**src/rtl/ysyx_24070014_arb_pkg.sv**
```systemverilog
// Shared types and constants for the IFU/LSU memory arbiter.
//   arb_state_e : arbiter FSM states (idle, request issued, waiting for response)
//   OWN_IFU/LSU : owner / last-grant encodings (also the grant bit index)
//   ARB_TIMEOUT : WAIT-cycle limit, used only when YSYX_24070014_ARB_TIMEOUT_EN is defined
package ysyx_24070014_arb_pkg;

  typedef enum logic [1:0] {
    StIdle = 2'd0,
    StReq  = 2'd1,
    StWait = 2'd2
  } arb_state_e;

  localparam logic OWN_IFU = 1'b0;
  localparam logic OWN_LSU = 1'b1;

  localparam int unsigned ARB_TIMEOUT = 255;
  localparam int unsigned TIMEOUT_W   = $clog2(ARB_TIMEOUT + 1);

endpackage

```
**src/rtl/ysyx_24070014_rr_arb2.sv**
```systemverilog
// Two-input round-robin grant.
//   valid      in  [1:0] request valids, bit 0 = IFU, bit 1 = LSU
//   last_grant in        owner granted most recently (OWN_IFU / OWN_LSU)
//   grant      out [1:0] one-hot grant, 0 when no request is valid
module ysyx_24070014_rr_arb2
  import ysyx_24070014_arb_pkg::*;
(
  input  logic [1:0] valid,
  input  logic       last_grant,
  output logic [1:0] grant
);

  always_comb begin
    grant = 2'b00;
    case (valid)
      2'b01:   grant = 2'b01;
      2'b10:   grant = 2'b10;
      // Tie: whoever was not granted last goes first.
      2'b11:   grant = (last_grant == OWN_LSU) ? 2'b01 : 2'b10;
      default: grant = 2'b00;
    endcase
  end

endmodule

```
**src/rtl/ysyx_24070014_mem_arbiter.sv**
```systemverilog
// Arbitrates instruction-fetch (IFU) and load/store (LSU) requests onto a single
// memory port, one outstanding transaction at a time.
//   clk, reset            clock, asynchronous active-high reset
//   ifu_req_*             fetch request (valid/ready/addr)
//   lsu_req_*, lsu_w*     load/store request (valid/ready/addr/wen/wdata/wmask)
//   ifu/lsu_resp_valid    one-cycle response pulse to the owner
//   resp_rdata, resp_err  shared response data / timeout flag
//   mem_req_*, mem_*      latched request toward memory
//   mem_resp_valid/rdata  memory response
// Optional feature: define YSYX_24070014_ARB_TIMEOUT_EN to bound WAIT at ARB_TIMEOUT
// cycles and answer with resp_err=1; otherwise WAIT is unbounded and resp_err is 0.
module ysyx_24070014_mem_arbiter
  import ysyx_24070014_arb_pkg::*;
#(
  parameter int unsigned WORD_LEN = 32
) (
  input  logic                  clk,
  input  logic                  reset,
  input  logic                  ifu_req_valid,
  output logic                  ifu_req_ready,
  input  logic [WORD_LEN-1:0]   ifu_addr,
  input  logic                  lsu_req_valid,
  output logic                  lsu_req_ready,
  input  logic [WORD_LEN-1:0]   lsu_addr,
  input  logic                  lsu_wen,
  input  logic [WORD_LEN-1:0]   lsu_wdata,
  input  logic [WORD_LEN/8-1:0] lsu_wmask,
  output logic                  ifu_resp_valid,
  output logic                  lsu_resp_valid,
  output logic [WORD_LEN-1:0]   resp_rdata,
  output logic                  resp_err,
  output logic                  mem_req_valid,
  input  logic                  mem_req_ready,
  output logic [WORD_LEN-1:0]   mem_addr,
  output logic                  mem_wen,
  output logic [WORD_LEN-1:0]   mem_wdata,
  output logic [WORD_LEN/8-1:0] mem_wmask,
  input  logic                  mem_resp_valid,
  input  logic [WORD_LEN-1:0]   mem_rdata
);

  arb_state_e            state_q;
  logic                  owner_q;
  logic                  last_q;
  logic [WORD_LEN-1:0]   addr_q;
  logic                  wen_q;
  logic [WORD_LEN-1:0]   wdata_q;
  logic [WORD_LEN/8-1:0] wmask_q;

  logic [1:0] grant;
  logic       accept;
  logic       mem_done;
  logic       timeout;
  logic       resp_fire;

  ysyx_24070014_rr_arb2 u_rr_arb2 (
    .valid      ({lsu_req_valid, ifu_req_valid}),
    .last_grant (last_q),
    .grant      (grant)
  );

  // Ready is masked during reset so every output reads 0 while it is held.
  assign ifu_req_ready = (state_q == StIdle) && !reset && grant[0];
  assign lsu_req_ready = (state_q == StIdle) && !reset && grant[1];
  assign accept        = ifu_req_ready || lsu_req_ready;

  assign mem_done = (state_q == StWait) && mem_resp_valid;

`ifdef YSYX_24070014_ARB_TIMEOUT_EN
  logic [TIMEOUT_W-1:0] cnt_q;
  // A real response arriving on the limit cycle takes priority over the timeout.
  assign timeout = (state_q == StWait) && !mem_resp_valid && (cnt_q == TIMEOUT_W'(ARB_TIMEOUT));
`else
  assign timeout = 1'b0;
`endif

  assign resp_fire      = mem_done || timeout;
  assign ifu_resp_valid = resp_fire && (owner_q == OWN_IFU);
  assign lsu_resp_valid = resp_fire && (owner_q == OWN_LSU);
  assign resp_err       = timeout;
  // Stores and timeouts return zero data.
  assign resp_rdata     = (mem_done && !wen_q) ? mem_rdata : '0;

  assign mem_req_valid = (state_q == StReq);
  assign mem_addr      = addr_q;
  assign mem_wen       = wen_q;
  assign mem_wdata     = wdata_q;
  assign mem_wmask     = wmask_q;

  always_ff @(posedge clk or posedge reset) begin
    if (reset) begin
      state_q <= StIdle;
      owner_q <= OWN_IFU;
      last_q  <= OWN_LSU;
      addr_q  <= '0;
      wen_q   <= 1'b0;
      wdata_q <= '0;
      wmask_q <= '0;
`ifdef YSYX_24070014_ARB_TIMEOUT_EN
      cnt_q   <= '0;
`endif
    end else begin
      case (state_q)
        StIdle: begin
          if (accept) begin
            state_q <= StReq;
            owner_q <= lsu_req_ready ? OWN_LSU : OWN_IFU;
            last_q  <= lsu_req_ready ? OWN_LSU : OWN_IFU;
            if (lsu_req_ready) begin
              addr_q  <= lsu_addr;
              wen_q   <= lsu_wen;
              wdata_q <= lsu_wdata;
              wmask_q <= lsu_wmask;
            end else begin
              addr_q  <= ifu_addr;
              wen_q   <= 1'b0;
              wdata_q <= '0;
              wmask_q <= '0;
            end
          end
        end
        StReq: begin
          if (mem_req_ready) begin
            state_q <= StWait;
`ifdef YSYX_24070014_ARB_TIMEOUT_EN
            cnt_q   <= '0;
`endif
          end
        end
        StWait: begin
          if (resp_fire) begin
            state_q <= StIdle;
          end
`ifdef YSYX_24070014_ARB_TIMEOUT_EN
          else begin
            cnt_q <= cnt_q + TIMEOUT_W'(1);
          end
`endif
        end
        default: state_q <= StIdle;
      endcase
    end
  end

endmodule
```
**config.mk**
```make
export PLATFORM = sky130hd
export DESIGN_NAME = ysyx_24070014_mem_arbiter
export DESIGN_NICKNAME = d
export VERILOG_FILES = /design/src/rtl/ysyx_24070014_arb_pkg.sv /design/src/rtl/ysyx_24070014_rr_arb2.sv /design/src/rtl/ysyx_24070014_mem_arbiter.sv
export SDC_FILE = /design/constraint.sdc
export NUM_CORES = 1
export LEC_CHECK = 0
export ABC_AREA = 1
export CAP_MARGIN = 25
export CORE_UTILIZATION = 37
export DETAILED_ROUTE_END_ITERATION = 8
export GPL_TIMING_DRIVEN = 1
export PLACE_DENSITY = 0.88
export RECOVER_POWER = 100
export SKIP_CTS_REPAIR_TIMING = 1
export SLEW_MARGIN = 10
export SYNTH_ARGS = -nofsm -noshare
export SYNTH_HDL_FRONTEND = slang
export SYNTH_HIERARCHICAL = 1
export SYNTH_SLANG_ARGS = --single-unit
```
**constraint.sdc**
```tcl
create_clock -name clk -period 4.9 [get_ports clk]
set_clock_uncertainty 0.15 [all_clocks]
set_input_delay 0.735 -clock clk [delete_from_list [all_inputs] [get_ports clk]]
set_output_delay 0.735 -clock clk [all_outputs]
set_load 0.05 [all_outputs]
```
==> results of run 1 <==
[critical path, stage by stage]
cell and delay (ps):
sky130_fd_sc_hd__dlygate4sd3_1 540, sky130_fd_sc_hd__clkinvlp_2 430, sky130_fd_sc_hd__nand3_4 110, sky130_fd_sc_hd__inv_1 840
sky130_fd_sc_hd__buf_4 350
[registers in the layout, summed over array words and instances (netlist names)]
name	count
mem_addr	32
mem_wmask	4
last_q	1
mem_wen	1
owner_q	1
mem_wdata	32
state_q	2
[kinds of logic (layout without fill, tap and decap cells)]
| kind of cell | after synthesis | after routing | share of synthesized area |
|---|---|---|---|
| DFF | 73 | 73 | 0.474 |
| other | 1 | 2 | 0.000973 |
| buffers and inverters | 143 | 371 | 0.149 |
| and+or+nand+nor | 317 | 317 | 0.369 |
| AOI/OAI and AO/OA | 5 | 5 | 0.00714 |
[stage by stage]
step | cell area, um2 | hold slack, ps | power (mW) | utilization | worst slack [ps]
floorplan | 3850 | 301 | 2.50 | - | 931
global placement | 6350 | 318 | 3.26 | 0.638 | 1520
detailed placement | 6350 | 337 | 3.32 | 0.638 | 1420
CTS | 6540 | 353 | 3.77 | 0.657 | 1420
global route | 6530 | 371 | 3.83 | 0.656 | 735
finish | 6530 | 348 | 3.63 | 0.656 | 977
[power by group through the flow]
stage	registers (mW)	clock network (mW)	logic, mW
after floorplan	1.83	0	0.663
after global placement	1.00	0	2.26
after detailed placement	1.02	0	2.30
after CTS	1.01	0.453	2.30
after global routing	1.03	0.484	2.32
final	0.999	0.439	2.19
[final cells by class]
class	count	area (um2)
flip-flops and latches	73	1830
diodes	1	2.50
inverters	104	392
well taps	133	166
repair buffers	251	2500
clock buffers	9	124
fillers	819	3430
multi-input cells	323	1460
clock inverters	7	60.1
[synthesized netlist by cell type, drive strengths merged]
cell | count | area (um2)
conb | 1 | 3.75
o211ai | 1 | 7.51
nor2 | 36 | 143
dfrtp | 72 | 1800
nand3 | 104 | 531
buf | 21 | 116
a21oi | 1 | 5.00
inv | 104 | 390
o21ai | 3 | 15.0
nand2 | 144 | 541
clkbuf | 18 | 67.6
dfstp | 1 | 26.3
nand4 | 33 | 206
[layer usage]
metal  global-route usage  wire length [um]  up-vias
met2                0.415              6490      201
met3               0.0620               942       26
met1                0.276              5040     2009
li1                     -                 -     2105
met4               0.0980               348        0
met5                    0                 0        -
[layout by cell type (no fill, tap or decap)]
cell / instances
sky130_fd_sc_hd__clkinv_4: 1
sky130_fd_sc_hd__clkdlybuf4s50_1: 136
sky130_fd_sc_hd__buf_12: 1
sky130_fd_sc_hd__clkinvlp_2: 1
sky130_fd_sc_hd__dlygate4sd3_1: 106
sky130_fd_sc_hd__dfstp_2: 1
sky130_fd_sc_hd__nand3_1: 103
sky130_fd_sc_hd__inv_1: 103
sky130_fd_sc_hd__o21ai_0: 3
sky130_fd_sc_hd__nor2_1: 35
sky130_fd_sc_hd__nand3_4: 1
sky130_fd_sc_hd__clkbuf_2: 1
sky130_fd_sc_hd__nor2_4: 1
sky130_fd_sc_hd__a21oi_2: 1
sky130_fd_sc_hd__buf_4: 6
sky130_fd_sc_hd__nand4_1: 33
sky130_fd_sc_hd__diode_2: 1
sky130_fd_sc_hd__dfrtp_1: 72
sky130_fd_sc_hd__conb_1: 1
sky130_fd_sc_hd__o211ai_1: 1
sky130_fd_sc_hd__inv_8: 1
sky130_fd_sc_hd__inv_6: 2
sky130_fd_sc_hd__clkbuf_1: 1
sky130_fd_sc_hd__clkbuf_8: 9
sky130_fd_sc_hd__nand2_1: 144
sky130_fd_sc_hd__clkinvlp_4: 3
[how the worst max path moves through the flow]
| stage | startpoint | to | slack, ps | depth (start not counted) |
|---|---|---|---|---|
| finish | reset | lsu_req_ready | 980 | 5 |
| global route | reset | mem_addr[6] | 740 | 8 |
| CTS | mem_resp_valid | resp_rdata[24] | 1420 | 5 |
| detailed placement | mem_resp_valid | resp_rdata[24] | 1420 | 5 |
| global placement | mem_resp_valid | resp_rdata[12] | 1520 | 5 |
| floorplan | reset | mem_addr[0] | 930 | 2 |
==> results_dict.tcl, run 1 <==
set metrics [dict create \
    status "finished, violations left" \
    violations_in_the_final_reports "capacitance limit, slew limit" \
    std_cell_rows 36 \
    fraction_of_final_layout_cells_with_drive_strength_greater_than_1 0.0378 \
    power.sequential.fraction 0.275 \
    synthesis.area_per_instance_um2 7.15 \
    total_via_count_after_detailed_routing 4341 \
    io_pins 246 \
    pwr_density_cell_mw_per_mm2 557 \
    drt_pre_antenna_iters 5 \
    setup.worst_path.end_class "output port" \
    cts-root-to-sink-buffers 2 \
    total_switching_power_mw 1.93 \
    critPathLaunchType "input port" \
    netSwitchingFraction 0.533 \
    initial_antenna_violation_count 1 \
    die_y_um 104 \
    critical_path_class "in -> out" \
    regToRegStartpoint "state_q[1]" \
    timing.final.setup_violations 0 \
    wl_per_cell_um 14.2 \
    hold-path-cell-count 2 \
    synth_sequential_area_ratio 0.474 \
    p_comb_frac 0.604 \
    cts-buffers-inserted 9 \
    die_area_mm2 0.0108 \
    cts_tree "built" \
    final_std_cells_w_o_fill 901 \
    fin_crit_sh 0.801 \
    max-slew-margin-rel -0.258 \
    synthesis.instances 539 \
    r2r_slack_ps 1790 \
    holdCritStartpoint "last_q" \
    timing.rr.end "mem_addr[6]" \
    grt_remaining_overflow 0 \
    min_period_ps 3920 \
    maxClockFrequency_mhz 255 \
    tightestPinTransition_ps 1890 \
    cts_root_buffer "sky130_fd_sc_hd__clkbuf_8" \
    hold_viol_final 0 \
    grt_max_degree 105 \
    power_leakage_nw 3.57 \
    grt_use_total 0.238 \
    placeableCoreArea_mm2 0.00995 \
    min-delay-path-class "reg -> reg" \
    layout-area-overhead-vs-synth_pct 69.4 \
    mappedNetlistArea_mm2 0.00385 \
    numPortBuffers 244 \
    yosysWarningCount 6 \
    ys_seq_elements 73 \
    drt_wl_total_um 12800 \
    drv.max_cap_violation_count 1 \
    place_hpwl_um 9250 \
    hold_path_end "last_q" \
    p_int_mw 1.70 \
    unrepaired_setup_endpoints_after_global_routing "no" \
    ant_nets 0 \
    placed_cells 884 \
    cp.arrival_ps 3040 \
    cts.reportedPaths.clkPinSlew_ps 90 \
    drc 0 \
    routed_via_density 4.82 \
    cts-htree-levels 3 \
    slew_viol_final 41 \
    vias_in_the_first_global_route 4297 \
    clk_latency_worst_skew_pair_ps 330 \
    die_width_um 104 \
    ff2ff_path_depth 7 \
    drt-initial-drc-count 228 \
    num-nets-final 901 \
    cp_max_fo 38 \
    peakVddDrop_mv 0.389 \
    grt_first_pass_wirelength_um 20700 \
    number_of_sinks_handled_by_clock_tree_synthesis 73 \
    worst-endpoint-required_ps 4010 \
    start_util 0.387 \
    share_clk_of_total_power 0.121 \
    routabilityCongestion 0.888 \
    mappedNetlistNets 678 \
    finalSetupTns_ps 0 \
    post_synth_num_cell_types 18 \
]
No activity file was read; power rests on OpenSTA's default activity.
==> run 2, diff against run 1 <==
Clock period 4.9 ns to 3.9 ns, I/O delays scaled along.
==> run 2 against run 1 <==
  * Routed wire length increased by 7.9%
  * Critical endpoint is now resp_rdata[18]
  * Count of clock-buffer cells in the layout rose by 1
  * The run now ends clean
  * Setup slack got worse by 490 ps
  * First-iteration DRC count decreased by 7.9%
  * Global-route usage increased by 2.1 points
  * Total power up 31%
  * Via count grew 1.4%
  * Final cell count up 0.22%
  * Flip-flop and latch count stayed put
  * Final area fell by 0.69%
  * Combinational power grew 26%
  * Highest routed layer unchanged
  * Sequential power rose by 27%
==> results_dict.tcl, run 2 (same netlist as run 1, synthesis figures left out) <==
set metrics [dict create \
    routed_via_density 4.88 \
    number_of_sinks_handled_by_clock_tree_synthesis 73 \
    timing.final.setup_violations 0 \
    layout.cells.most_common "sky130_fd_sc_hd__nand2_1" \
    slew_viol_final 0 \
    cts_tree "built" \
    maxClockFrequency_mhz 293 \
    drv.max_cap_violation_count 0 \
    globalRouteMet3Util 0.0476 \
    finalSetupTns_ps 0 \
    setup_slack_ps 486 \
    fin_crit_sh 0.875 \
    drc 0 \
    grt_max_degree 56 \
    wl_per_cell_um 15.3 \
    cts.reportedPaths.clkPinSlew_ps 80 \
    pwr_density_cell_mw_per_mm2 736 \
    most-common-layout-cells "sky130_fd_sc_hd__nand2_1 (144), sky130_fd_sc_hd__clkdlybuf4s50_1 (137), sky130_fd_sc_hd__inv_1 (103)" \
    critical_path_class "in -> out" \
    routabilityCongestion 0.901 \
    power_leakage_nw 3.55 \
    critPathLaunchType "input port" \
    setup.worst_path.end_class "output port" \
    placement_stage_worst_setup_slack_ps 993 \
    worst_hold_slack_ps 352 \
    cts-htree-levels 3 \
    hold_viol_final 0 \
    placeableCoreArea_mm2 0.00995 \
    post_layout_total_power_mw 4.77 \
    clk_latency_worst_skew_pair_ps 340 \
    cpPeakStageDelay_ps 1000 \
    std_cell_rows 36 \
    final_std_cells_w_o_fill 903 \
    peakVddDrop_mv 0.468 \
    library_cell_contributing_the_largest_single_delay_on_the_critical_path "sky130_fd_sc_hd__clkbuf_1" \
    drt_pre_antenna_iters 4 \
    layout-area-overhead-vs-synth_pct 68.2 \
    grt_first_pass_wirelength_um 22200 \
    total_via_count_after_detailed_routing 4403 \
    fraction_of_final_layout_cells_with_drive_strength_greater_than_1 0.0429 \
    max-slew-margin-rel 0.0911 \
    cp_max_fo 32 \
    num-nets-final 904 \
    status "finished, final reports clean" \
    cts-root-to-sink-buffers 2 \
    hold-path-cell-count 2 \
    ant_nets 0 \
    placed_cells 887 \
    min_period_ps 3410 \
    worst-endpoint-required_ps 3160 \
    io_pins 246 \
    drt_wl_total_um 13800 \
    min-delay-path-class "reg -> reg" \
    drt-initial-drc-count 210 \
    worstPathCellList "clkdlybuf4s50_1, nand4_1, clkbuf_1, nor2_1, dlymetal6s2s_1" \
    cts_root_buffer "sky130_fd_sc_hd__clkbuf_8" \
    grt_use_total 0.259 \
    start_util 0.387 \
    initial_antenna_violation_count 0 \
    final_antenna_diode_count 0 \
    tightestPinTransition_ps 1360 \
    cts-buffers-inserted 9 \
    grt_remaining_overflow 0 \
    die_y_um 104 \
    grt_use_met1 0.293 \
    die_width_um 104 \
    global_route.usage.met2 0.480 \
    place_hpwl_um 10200 \
    vias_in_the_first_global_route 4512 \
    unrepaired_setup_endpoints_after_global_routing "no" \
    die_area_mm2 0.0108 \
    numPortBuffers 244 \
    grt-busiest-layer "met2" \
    cp.arrival_ps 2680 \
    ff2ff_path_depth 6 \
]
==> run 2: area by class of cell <==
class	instances	area [um2]
Clock buffer	10	138
Fill cell	850	3470
Multi-Input combinational cell	323	1460
Tap cell	133	166
Sequential cell	73	1830
Timing Repair Buffer	254	2380
Clock inverter	6	115
Inverter	104	392
==> run 2: worst max-delay path: cells and delay by family <==
family | cells | cell delay, ps
buf+inv | 3 | 1820
simple gates | 2 | 250
==> run 2: layer usage <==
metal	up-vias	part of all wire
met5	-	0
met4	0	0.026
met3	23	0.062
met2	200	0.51
met1	2069	0.40
li1	2111	-
==> run 2: path summary, 6_finish.rpt <==
| kind | startpoint | to | slack, ps |
|---|---|---|---|
| hold reg to reg | mem_wdata[20] | mem_wdata[20] | 350 |
| min in group asynchronous | reset | mem_wdata[1] | 910 |
| setup / recovery | mem_resp_valid | resp_rdata[18] | 490 |
| hold / removal | mem_wdata[20] | mem_wdata[20] | 350 |
| setup reg to reg | state_q[1] | mem_addr[28] | 880 |
| max in group asynchronous | reset | mem_addr[7] | 1670 |
==> run 2: where the power goes <==
group / internal, mW / switching, mW / total, mW
clock: 0.445 / 0.294 / 0.738
combinational: 0.801 / 1.96 / 2.76
sequential: 1.08 / 0.187 / 1.27
total: 2.33 / 2.44 / 4.77
==> run 2: stage by stage <==
| stage | instance area, um2 | util |
|---|---|---|
| floorplan | 3850 | - |
| global placement | 6710 | 0.674 |
| detailed placement | 6710 | 0.674 |
| CTS | 6960 | 0.699 |
| global route | 6480 | 0.651 |
| finish | 6480 | 0.651 |
==> run 3, diff against run 2 <==
Settings changed: GPL_TIMING_DRIVEN 1 to unset.
==> results of run 3 <==
No change in the layout: final DEF, timing and power equal those of run 2.
